`src/rtl/cjump_rs.sv`:
```
// Reservation station for the conditional-jump FU: a collapsing queue that
// captures CDB operands and issues the oldest ready entry each cycle.
module cjump_rs #(
  parameter int DEPTH = 4
) (
  input  logic            clk,
  input  logic            rst,
  input  logic            flush,
  input  logic            disp_transmit,
  output logic            disp_ready,
  input  logic [7:0]      disp_operand,
  input  logic [1:0][3:0] disp_dep_tag,
  input  logic [1:0]      disp_dep_rdy,
  input  logic [1:0][7:0] disp_dep_val,
  input  logic [7:0]      disp_wbs,
  input  logic [7:0]      disp_flags,
  input  logic [3:0]      disp_robid,
  input  logic            cdb_transmit,
  input  logic [3:0]      cdb_id,
  input  logic [7:0]      cdb_val,
  input  logic            fu_stall,
  output logic            issue_transmit,
  output logic [7:0]      issue_operand,
  output logic [1:0][7:0] issue_depvals,
  output logic [7:0]      issue_wbs,
  output logic [7:0]      issue_flags,
  output logic [3:0]      issue_robid,
  output logic [3:0]      occupancy
);

  // Handshakes: a dispatch transfers when disp_transmit & disp_ready at the
  // rising edge; issue is fire-and-forget, the FU takes every cycle in which
  // issue_transmit is high and backpressure arrives only through fu_stall.

  localparam int IW = (DEPTH > 1) ? $clog2(DEPTH) : 1;

  typedef struct packed {
    logic            valid;
    logic [7:0]      operand;
    logic [1:0][3:0] tag;
    logic [1:0]      rdy;
    logic [1:0][7:0] val;
    logic [7:0]      wbs;
    logic [7:0]      flags;
    logic [3:0]      robid;
  } entry_t;

  entry_t q       [DEPTH];
  entry_t q_nxt   [DEPTH];
  entry_t shifted [DEPTH];
  entry_t new_e;
  entry_t issue_e;

  logic [DEPTH-1:0] ready_vec;
  logic             any_ready;
  logic [IW-1:0]    sel_idx;
  logic             issue_fire;
  logic             disp_acc;
  logic [3:0]       occ_cnt;
  logic [3:0]       wr_idx;

  function automatic entry_t capture(input entry_t e, input logic bc_v,
                                     input logic [3:0] bc_id, input logic [7:0] bc_val);
    entry_t r;
    r = e;
    for (int s = 0; s < 2; s++) begin
      if (bc_v && r.valid && !r.rdy[s] && (r.tag[s] == bc_id)) begin
        r.rdy[s] = 1'b1;
        r.val[s] = bc_val;
      end
    end
    return r;
  endfunction

  always_comb begin
    occ_cnt = '0;
    for (int i = 0; i < DEPTH; i++) begin
      ready_vec[i] = q[i].valid & q[i].rdy[0] & q[i].rdy[1];
      occ_cnt      = occ_cnt + 4'(q[i].valid);
    end
  end

  // Scan from the top so the lowest ready index wins.
  always_comb begin
    any_ready = 1'b0;
    sel_idx   = '0;
    for (int i = DEPTH - 1; i >= 0; i--) begin
      if (ready_vec[i]) begin
        any_ready = 1'b1;
        sel_idx   = IW'(i);
      end
    end
  end

  assign issue_fire = ~fu_stall & any_ready;
  assign disp_ready = (occ_cnt < 4'(DEPTH));
  assign disp_acc   = disp_transmit & disp_ready;
  assign wr_idx     = occ_cnt - 4'(issue_fire);
  assign occupancy  = occ_cnt;

  always_comb begin
    issue_e = '0;
    if (issue_fire) issue_e = q[sel_idx];
  end

  assign issue_transmit = issue_fire;
  assign issue_operand  = issue_e.operand;
  assign issue_depvals  = issue_e.val;
  assign issue_wbs      = issue_e.wbs;
  assign issue_flags    = issue_e.flags;
  assign issue_robid    = issue_e.robid;

  always_comb begin
    new_e         = '0;
    new_e.valid   = 1'b1;
    new_e.operand = disp_operand;
    new_e.tag     = disp_dep_tag;
    new_e.rdy     = disp_dep_rdy;
    new_e.val     = disp_dep_val;
    new_e.wbs     = disp_wbs;
    new_e.flags   = disp_flags;
    new_e.robid   = disp_robid;
  end

  // Collapse over the issued slot, then apply capture, dispatch and flush.
  always_comb begin
    for (int i = 0; i < DEPTH; i++) shifted[i] = q[i];
    for (int i = 0; i < DEPTH - 1; i++) begin
      if (issue_fire && (i >= int'(sel_idx))) shifted[i] = q[i + 1];
    end
    if (issue_fire) shifted[DEPTH-1] = '0;

    for (int i = 0; i < DEPTH; i++) begin
      q_nxt[i] = capture(shifted[i], cdb_transmit, cdb_id, cdb_val);
      if (disp_acc && (wr_idx == 4'(i)))
        q_nxt[i] = capture(new_e, cdb_transmit, cdb_id, cdb_val);
      if (flush) q_nxt[i] = '0;
    end
  end

  always_ff @(posedge clk or negedge rst) begin
    if (!rst) begin
      for (int i = 0; i < DEPTH; i++) q[i] <= '0;
    end else begin
      for (int i = 0; i < DEPTH; i++) q[i] <= q_nxt[i];
    end
  end

endmodule
```
`config.mk`:
```
export PLATFORM = sky130hd
export DESIGN_NAME = cjump_rs
export DESIGN_NICKNAME = d
export VERILOG_FILES = /design/src/rtl/cjump_rs.sv
export SDC_FILE = /design/constraint.sdc
export NUM_CORES = 1
export LEC_CHECK = 0
export ABC_AREA = 1
export CAP_MARGIN = 20
export CORE_UTILIZATION = 35
export DETAILED_ROUTE_END_ITERATION = 10
export HOLD_SLACK_MARGIN = 0.03
export SETUP_SLACK_MARGIN = 0.4
export SLEW_MARGIN = 20
export SYNTH_ARGS = -nofsm -noshare
export SYNTH_HDL_FRONTEND = slang
export SYNTH_SLANG_ARGS = --single-unit
```
`constraint.sdc`:
```
create_clock -name clk -period 4.36 [get_ports clk]
set_input_delay 0.872 -clock clk [delete_from_list [all_inputs] [get_ports clk]]
set_output_delay 0.872 -clock clk [all_outputs]
set_load 0.02 [all_outputs]
```
==> results of run 1 <==
## area by class of cell
cell class	count	area (µm²)
Fill cell	4134	22920
Multi-Input combinational cell	1472	7198
Sequential cell	220	5507
Timing Repair Buffer	185	1788
Inverter	266	998.5
Clock buffer	38	757.0
Tap cell	525	656.9
Clock inverter	7	88.84
Antenna cell	1	2.502
## cells by family (layout without fill, tap and decap cells)
kind of cell	after synthesis	in the layout	share of synthesized area (%)
xor+xnor	15	15	0.9766
flops	220	220	38.71
fa+ha+maj	7	7	0.6686
other cells	1	2	0.02637
compound gates	554	554	21.15
simple gates	893	895	27.15
buf+inv	405	496	11.32
## metrics by stage
| step | instance area (µm²) | hold slack, ns | setup WS, ns | total power [mW] | instances |
|---|---|---|---|---|---|
| floorplan | 14220 | 0.4437 | 0.8385 | 4.993 | 2095 |
| finish | 17000 | 0.4541 | 0.3261 | 8.287 | 2714 |
| CTS | 16850 | 0.4840 | 0.2291 | 8.265 | 2708 |
| detailed placement | 16040 | 0.4649 | 0.2579 | 6.033 | 2663 |
| global route | 16990 | 0.5076 | 0.2028 | 8.862 | 2713 |
| global placement | 16040 | 0.4627 | 0.2702 | 5.971 | 2663 |
## path summary, 6_finish.rpt
check	from	end	slack [ns]	depth (start not counted)
max	q[109]$_DFF_PN0_	issue_wbs[5]	0.33	8
min	rst	q[45]$_DFF_PN0_	0.45	1
max reg2reg	q[54]$_DFF_PN0_	q[9]$_DFFE_PN0P_	0.66	16
min reg2reg	q[87]$_DFFE_PN0P_	q[87]$_DFFE_PN0P_	0.48	2
max in group asynchronous	rst	q[158]$_DFFE_PN0P_	3.00	2
min in group clk	q[87]$_DFFE_PN0P_	q[87]$_DFFE_PN0P_	0.48	2
## placed cells by master, fill, tap and decap left out, drive strengths merged, types with 29 or more instances in the layout
cell type and count:
o21ai 329, a21oi 87, dfrtp 220, o22ai 99, nand3 166, o211ai 29
nor2 165, nand2 520, dlygate4sd2 31, nand4 35, clkbuf 38, clkdlybuf4s50 75
inv 264, buf 67
## critical path, cell delays in order, from the launching register on
cell and delay (ns):
dfrtp_1 0.46, nand3_2 0.15, nand2_1 0.12, nand2_2 0.18, nand2_8 0.20, buf_16 0.27
o21ai_0 0.13, o21ai_0 0.36, clkdlybuf4s50_1 0.70
## timing repair
action,CTS,global route
buffers inserted,0,2
hold endpoints to repair,0,0
pin swaps,1,2
resized for setup,35,23
endpoints found under the setup margin,43,24
cloned,0,2
## layer usage
layer	vias to the layer above	track usage, %
li1	7059	-
met5	-	0
met2	670	40.11
met4	2	8.190
met1	6948	35.02
met3	104	3.979
## power by group through the flow
stage               clock (mW)  sequential [mW]  combinational [mW]
floorplan                    0             2.78                2.21
global placement             0             2.86                3.11
detailed placement           0             2.87                3.16
CTS                       2.25             2.84                3.17
global route              2.33             2.91                3.62
finish                    2.22             2.86                3.21
==> flow_summary.ini, run 1 <==
[synth]
ys_seq_elements = 220
synth.most_common_cell = nand2_1
synthesis.area_um2 = 14220
netlist_instances = 2095
synth_top_area_share_pct = 38.71
yosys_warnings = 0
synth_top_cells_by_area = dfrtp_1 (39%), nand2_1 (13%), o21ai_0 (11%)
synth_cell_type_count = 41
synth-main-ff-cell = dfrtp_1
synth.avg_cell_area_um2 = 6.789
yosysTopAreaCell = dfrtp_1
synthArstFlopShare_pct = 100.0
synth_common_cells = nand2_1 (508), o21ai_0 (314), inv_1 (260)
ys_seq_area_share_pct = 38.71
synth_edf_count = 0
synth_fp_nets = 2174

[routing]
first_iter_violations = 1324
drt-total-wl_mm = 52.57
vias = 14780
drt-wirelength-per-cell_um = 19.37
dr_wl_met3_mm = 4.508
dr.pass1.iters = 5
viasPerCell = 5.447
antenna_left = 0
drc = 0
wl_met2_mm = 23.70
met1Wirelength_mm = 22.75
top_layer = met5

[power]
clock_power_share_pct = 26.8
switching_share_pct = 40.56
ir_worst_vdd_mv = 0.3067
p_comb_share_pct = 38.8
pwr_density_cell_nw_per_um2 = 487.6
p_int_mw = 4.926
p_leak_nw = 8.226
share_seq_of_total_power_pct = 34.5
p_sw_mw = 3.361

[final_layout]
layout.nets = 2251
area_growth_pct = 19.50
largest_register_ffs = 220
top_register = q
drive_gt1_share_pct = 7.267
top_regs = q x220
fin_util_pct = 42.58

[worst_setup_path]
worstSetupPathType = reg -> out
start_kind = flip-flop
critical_path_required_ns = 3.49
cp.arrival_ns = 3.16
path_max_fanout = 70
endpoint_kind = primary output

[timing]
fin_skew_ns = 0.01362
tightestPinTransition_ns = 1.089
min_period_ns = 4.034
relSlewSlack_pct = 27.39
setup_violations = 0
finalHoldViolCount = 0
rsz0062_at_grt = yes
fin_crit_sh_pct = 92.52
final_max_slew_viol_count = 0
fin_tns_setup_ns = 0
fmax_mhz = 247.9

[grt]
grt_pass1_wl_mm = 82.13
grt_max_degree = 118
antenna_found_initial = 2
grtUsageTotal_pct = 25.27
overflow = 0
grt_pass1_vias = 14110

[placement]
globalplace.congestion = 0.8987
post-dp-hpwl_mm = 34.41
io_buffers = 120

[floorplanning]
die_h_um = 203.6
io_pins = 122
dieArea_um2 = 41440
num_rows = 73
coreArea_um2 = 39910
start_util_pct = 35.63
die_w_um = 203.6

[clock_network]
clk_path_buf_depth = 3
hold_buffers = 0
clkSinkCount = 220
cts_max_level = 1
cts-root-buf = clkbuf_16
clock_latency_ns = 0.55
cts_tree = done
cts_made_buffers = 27
worst_setup_hold_path_clk_slew_ns = 0.06

[run]
max_cap_viol_count = 0

[min_path]
min_path_type = in -> async

[outcome]
outcome = complete, no violations
Power figures use the tool's default switching activity.
==> inputs of run 2 (changes only) <==
Settings changed: CAP_MARGIN 20 to 0, DONT_BUFFER_PORTS from default to 1.
==> run 2 against run 1 <==
Effect of this change: wire length shrank 1.7%; register-to-register slack lost 0.18 ns; via count shrank 3.4%; worst setup slack gained 0.16 ns; highest routed layer is now met4.
==> flow_summary.ini, run 2 (synthesis results as in run 1) <==
[worst_setup_path]
rr_worst_depth = 15
worstReg2RegStart = q[54]$_DFF_PN0_
start_kind = flip-flop
cpPeakStageDelay_ns = 0.57
r2r_slack_ns = 0.48
critPathTopFamily = adder cells
critical_path_required_ns = 4.78
crit_slowest_cell = fa_1
cp.buffers_inverters = 6
worstSetupPathType = reg -> reg
cp_cell_sequence = fa_1, ha_1, inv_1, ha_1, inv_1, ha_1, inv_1, nor4_4, buf_4, nor2_1, nand2_1, clkinvlp_4, buf_4, nand2_1, o21ai_0
endpoint_kind = flip-flop
path_max_fanout = 20
r2r-end = q[166]$_DFFE_PN0P_
cp.arrival_ns = 4.29

[timing]
min_period_ns = 3.876
setup_violations = 0
fmax_mhz = 258.0
fin_skew_ns = 0.01943
fin_crit_sh_pct = 88.90
rsz0062_at_grt = yes
finalHoldViolCount = 0
final_max_slew_viol_count = 0
fin_tns_setup_ns = 0
relSlewSlack_pct = 24.28
tightestPinTransition_ns = 1.136

[clock_network]
cts_max_level = 1
cts_made_buffers = 27
cts-root-buf = clkbuf_16
clkSinkCount = 220
cts_tree = done
worst_setup_hold_path_clk_slew_ns = 0.06
clk_path_buf_depth = 3
clock_latency_ns = 0.56

[min_path]
min_path_type = in -> async

[final_layout]
top_regs = q x220
mostFrequentLayoutCell = nand2_1
layout_common_cells = nand2_1 (508), o21ai_0 (314), inv_1 (255)
largest_register_ffs = 220
insertedDiodeCount = 0
layout.nets = 2135
area_growth_pct = 11.17
top_register = q
drive_gt1_share_pct = 7.956

[routing]
drt-total-wl_mm = 51.65
first_iter_violations = 1374
dr.pass1.iters = 7
viasPerCell = 5.492
antenna_left = 0
drc = 0
drt-wirelength-per-cell_um = 19.87
vias = 14270

[outcome]
outcome = complete, no violations

[grt]
antenna_found_initial = 0
grt_max_degree = 140
overflow = 0
grt_pass1_wl_mm = 80.20
grtUsageTotal_pct = 24.88
grt_pass1_vias = 13210

[power]
p_leak_nw = 7.446
p_total_mw = 8.079
pwr_density_cell_nw_per_um2 = 510.9
ir_worst_vdd_mv = 0.3142

[placement]
globalplace.congestion = 0.9101
post-dp-hpwl_mm = 32.88
io_buffers = 0

[floorplanning]
die_h_um = 203.6
num_rows = 73
die_w_um = 203.6
coreArea_um2 = 39910
start_util_pct = 35.63
dieArea_um2 = 41440
io_pins = 122

[run]
max_cap_viol_count = 0
-- run 2: changes by cell type in the layout (fill, tap and decap cells not counted), sizes merged --
cell and change:
dlygate4sd2 -31, clkinvlp +2, clkdlybuf4s50 -75, nand2 -2
clkinv +1, diode -1, clkbuf +1, dlymetal6s2s -12
bufinv -2, dlygate4sd3 +2, buf +2
-- run 2: per-layer routing --
layer,vias to the layer above,part of all wire [%],GRT usage (%)
met4,0,2.0,5.424
met2,584,44,38.48
met3,77,8.6,4.235
met1,6786,45,36.13
met5,-,0,0
li1,6827,-,-
-- run 2: metrics by stage --
| stage | worst slack [ns] | instances | area [µm²] | hold slack (ns) | utilization (%) |
|---|---|---|---|---|---|
| floorplan | 0.8385 | 2095 | 14220 | 0.4437 | - |
| global placement | 0.5256 | 2544 | 14820 | 0.4610 | 37.12 |
| detailed placement | 0.4420 | 2544 | 14820 | 0.4657 | 37.12 |
| CTS | 0.4132 | 2594 | 15720 | 0.03033 | 39.37 |
| global route | 0.3300 | 2599 | 15810 | 0.03226 | 39.61 |
| finish | 0.4839 | 2599 | 15810 | 0.05936 | 39.61 |
-- run 2: how the worst max path moves through the flow --
| stage | from | to | slack [ns] | depth (start not counted) |
|---|---|---|---|---|
| finish | q[54]$_DFF_PN0_ | q[166]$_DFFE_PN0P_ | 0.48 | 15 |
| global route | q[54]$_DFF_PN0_ | q[166]$_DFFE_PN0P_ | 0.33 | 15 |
| CTS | q[54]$_DFF_PN0_ | q[165]$_DFFE_PN0P_ | 0.41 | 14 |
| detailed placement | q[54]$_DFF_PN0_ | q[172]$_DFFE_PN0P_ | 0.44 | 14 |
| global placement | q[54]$_DFF_PN0_ | q[184]$_DFFE_PN0P_ | 0.53 | 14 |
| floorplan | q[54]$_DFF_PN0_ | q[180]$_DFFE_PN0P_ | 0.84 | 15 |
-- run 2: power by group --
| part | switching (mW) | internal [mW] | total, mW | leakage, nW |
|---|---|---|---|---|
| registers | 0.303 | 2.56 | 2.86 | 3.01 |
| clock network | 0.931 | 1.27 | 2.20 | 0.423 |
| logic | 2.05 | 0.972 | 3.02 | 4.02 |
| total | 3.29 | 4.79 | 8.08 | 7.45 |
-- run 2: area by class of cell --
| type | count | area [µm²] |
|---|---|---|
| clock buffers | 39 | 800.8 |
| clock inverters | 8 | 50.05 |
| fillers | 4260 | 24100 |
| inverters | 266 | 1007 |
| multi-input cells | 1470 | 7178 |
| flip-flops and latches | 220 | 5505 |
| well taps | 525 | 656.9 |
| repair buffers | 71 | 613.1 |
-- run 2: what timing repair did --
| action | in CTS | in global routing |
|---|---|---|
| hold endpoints to repair | 83 | 0 |
| buffers inserted | 0 | 4 |
| resized for setup | 1 | 11 |
| gates cloned | 0 | 1 |
| setup endpoints to repair | 1 | 103 |
| hold buffers | 3 | 0 |
| pin swaps | 0 | 2 |
==> inputs of run 3 (changes only) <==
Settings changed: CORE_UTILIZATION 35 to 45, CTS_CLUSTER_SIZE from default to 12.
==> run 3 against run 2 <==
Effect of this change: the flow now finishes with violations (design-rule violations); design area decreased by 0.71%; flip-flop and latch count unchanged; combinational power about the same; die area decreased by 22%; first-iteration DRC count increased by 8.6%; non-clock buffer count decreased by 9; total power increased by 1.9%; clock skew increased by 0.0046 ns; final cell count decreased by 5.0%; worst setup slack got worse by 0.063 ns; critical path type is now reg -> out; critical endpoint is now issue_wbs[4]; largest cell class unchanged; largest power group unchanged; highest routed layer unchanged.
==> flow_summary.ini, run 3 (synthesis results as in run 1) <==
[routing]
first_iter_violations = 1492
dr.pass1.iters = 8
drc = 12
drt-wirelength-per-cell_um = 19.66
antenna_left = 0
vias = 14240
viasPerCell = 5.769
drt-total-wl_mm = 48.53

[final_layout]
top_regs = q x220
drive_gt1_share_pct = 7.822
area_growth_pct = 10.38
top_register = q
final_cells = 2468
layout.nets = 2128
mostFrequentLayoutCell = nand2_1
layout_common_cells = nand2_1 (507), o21ai_0 (313), inv_1 (255)
largest_register_ffs = 220

[timing]
fin_crit_sh_pct = 90.36
fin_tns_setup_ns = 0
finalHoldViolCount = 0
relSlewSlack_pct = 24.22
min_period_ns = 3.940
setup_violations = 0
tightestPinTransition_ns = 1.137
fin_skew_ns = 0.02406
fmax_mhz = 253.8
final_max_slew_viol_count = 0
rsz0062_at_grt = yes

[floorplanning]
die_h_um = 179.8
coreArea_um2 = 30830
io_pins = 122
dieArea_um2 = 32320
die_w_um = 179.8
start_util_pct = 46.13
num_rows = 64

[run]
max_cap_viol_count = 0

[outcome]
violations = design-rule violations
outcome = finished with violations

[worst_setup_path]
endpoint_kind = primary output
cp.arrival_ns = 3.07
critical_path_required_ns = 3.49
worstSetupPathType = reg -> out
start_kind = flip-flop
rr_worst_depth = 15
path_max_fanout = 103

[clock_network]
cts_max_level = 1
clock_latency_ns = 0.57
clk_path_buf_depth = 3
cts_tree = done
cts-root-buf = clkbuf_16
clkSinkCount = 220
cts_made_buffers = 28
worst_setup_hold_path_clk_slew_ns = 0.06

[power]
pwr_density_cell_nw_per_um2 = 524.6
ir_worst_vdd_mv = 0.3385
p_total_mw = 8.236
p_leak_nw = 7.449

[grt]
overflow = 0
use_met2_pct = 46.15
grt_max_degree = 221
antenna_found_initial = 0
grtUsageMet3_pct = 5.348
grt-busiest-layer = met2
grtUsageTotal_pct = 29.64
grt_pass1_wl_mm = 76.19
grt_util_met1_pct = 41.50
grt_pass1_vias = 13270

[placement]
placed_cells = 2405
globalplace.congestion = 0.9250
post-dp-hpwl_mm = 30.39
io_buffers = 0

[min_path]
min_path_type = in -> async
run 3: final cells by class:
class | instances | area (µm²)
diodes | 1 | 2.502
well taps | 396 | 495.5
clock inverters | 11 | 97.59
inverters | 266 | 1007
flip-flops and latches | 220 | 5505
repair inverters | 1 | 7.507
multi-input cells | 1470 | 7187
repair buffers | 62 | 566.8
clock buffers | 41 | 829.5
fillers | 3130 | 15130
run 3: timing repair:
action                                  in CTS  in global routing
hold endpoints to repair                   220                 87
pin swaps                                    1                  1
gates resized for setup                      2                 16
setup buffers                                1                  5
endpoints found under the setup margin      31                116
gates cloned                                 0                  2
run 3: metal layers:
layer | wire length [µm] | vias up
li1 | - | 6820
met1 | 21650 | 6772
met2 | 21690 | 545
met3 | 3729 | 101
met4 | 1460 | 0
met5 | 0 | -
run 3: final timing paths:
| check | startpoint | to | slack [ns] |
|---|---|---|---|
| hold reg to reg | q[133]$_DFFE_PN0P_ | q[133]$_DFFE_PN0P_ | 0.48 |
| setup reg to reg | q[54]$_DFF_PN0_ | q[198]$_DFFE_PN0P_ | 0.59 |
| hold / removal | rst | q[203]$_DFF_PN0_ | 0.25 |
| max in group asynchronous | rst | q[216]$_DFFE_PN0P_ | 3.49 |
| setup / recovery | q[92]$_DFF_PN0_ | issue_wbs[4] | 0.42 |
| min in group clk | flush | q[54]$_DFF_PN0_ | 0.38 |
run 3: worst max-delay path: stages, from the launching register on:
cell	delay (ns)
dfrtp_1	0.46
nand3_2	0.14
nand2_1	0.11
nand2_1	0.08
nand2_4	0.38
buf_16	0.40
o21ai_0	0.13
o21ai_0	0.45
buf_4	0.24
run 3: metrics by stage:
step           hold slack (ns)  setup WS [ns]  utilization, %  area, µm²
2_1_floorplan           0.4437         0.8385               -      14220
3_3_place_gp            0.4626         0.5388           47.29      14580
3_5_place_dp            0.4657         0.4850           47.29      14580
4_1_cts              -0.003171         0.4182           50.33      15520
5_1_grt                 0.2571         0.3707           50.91      15700
6_report                0.2474         0.4204           50.92      15700
run 3: report_power, final:
part           internal, mW  switching, mW  total, mW  leakage [nW]
clock network          1.38          0.964       2.34         0.467
registers              2.56          0.296       2.85          3.01
logic                 0.986           2.06       3.04          3.98
total                  4.92           3.32       8.24          7.45
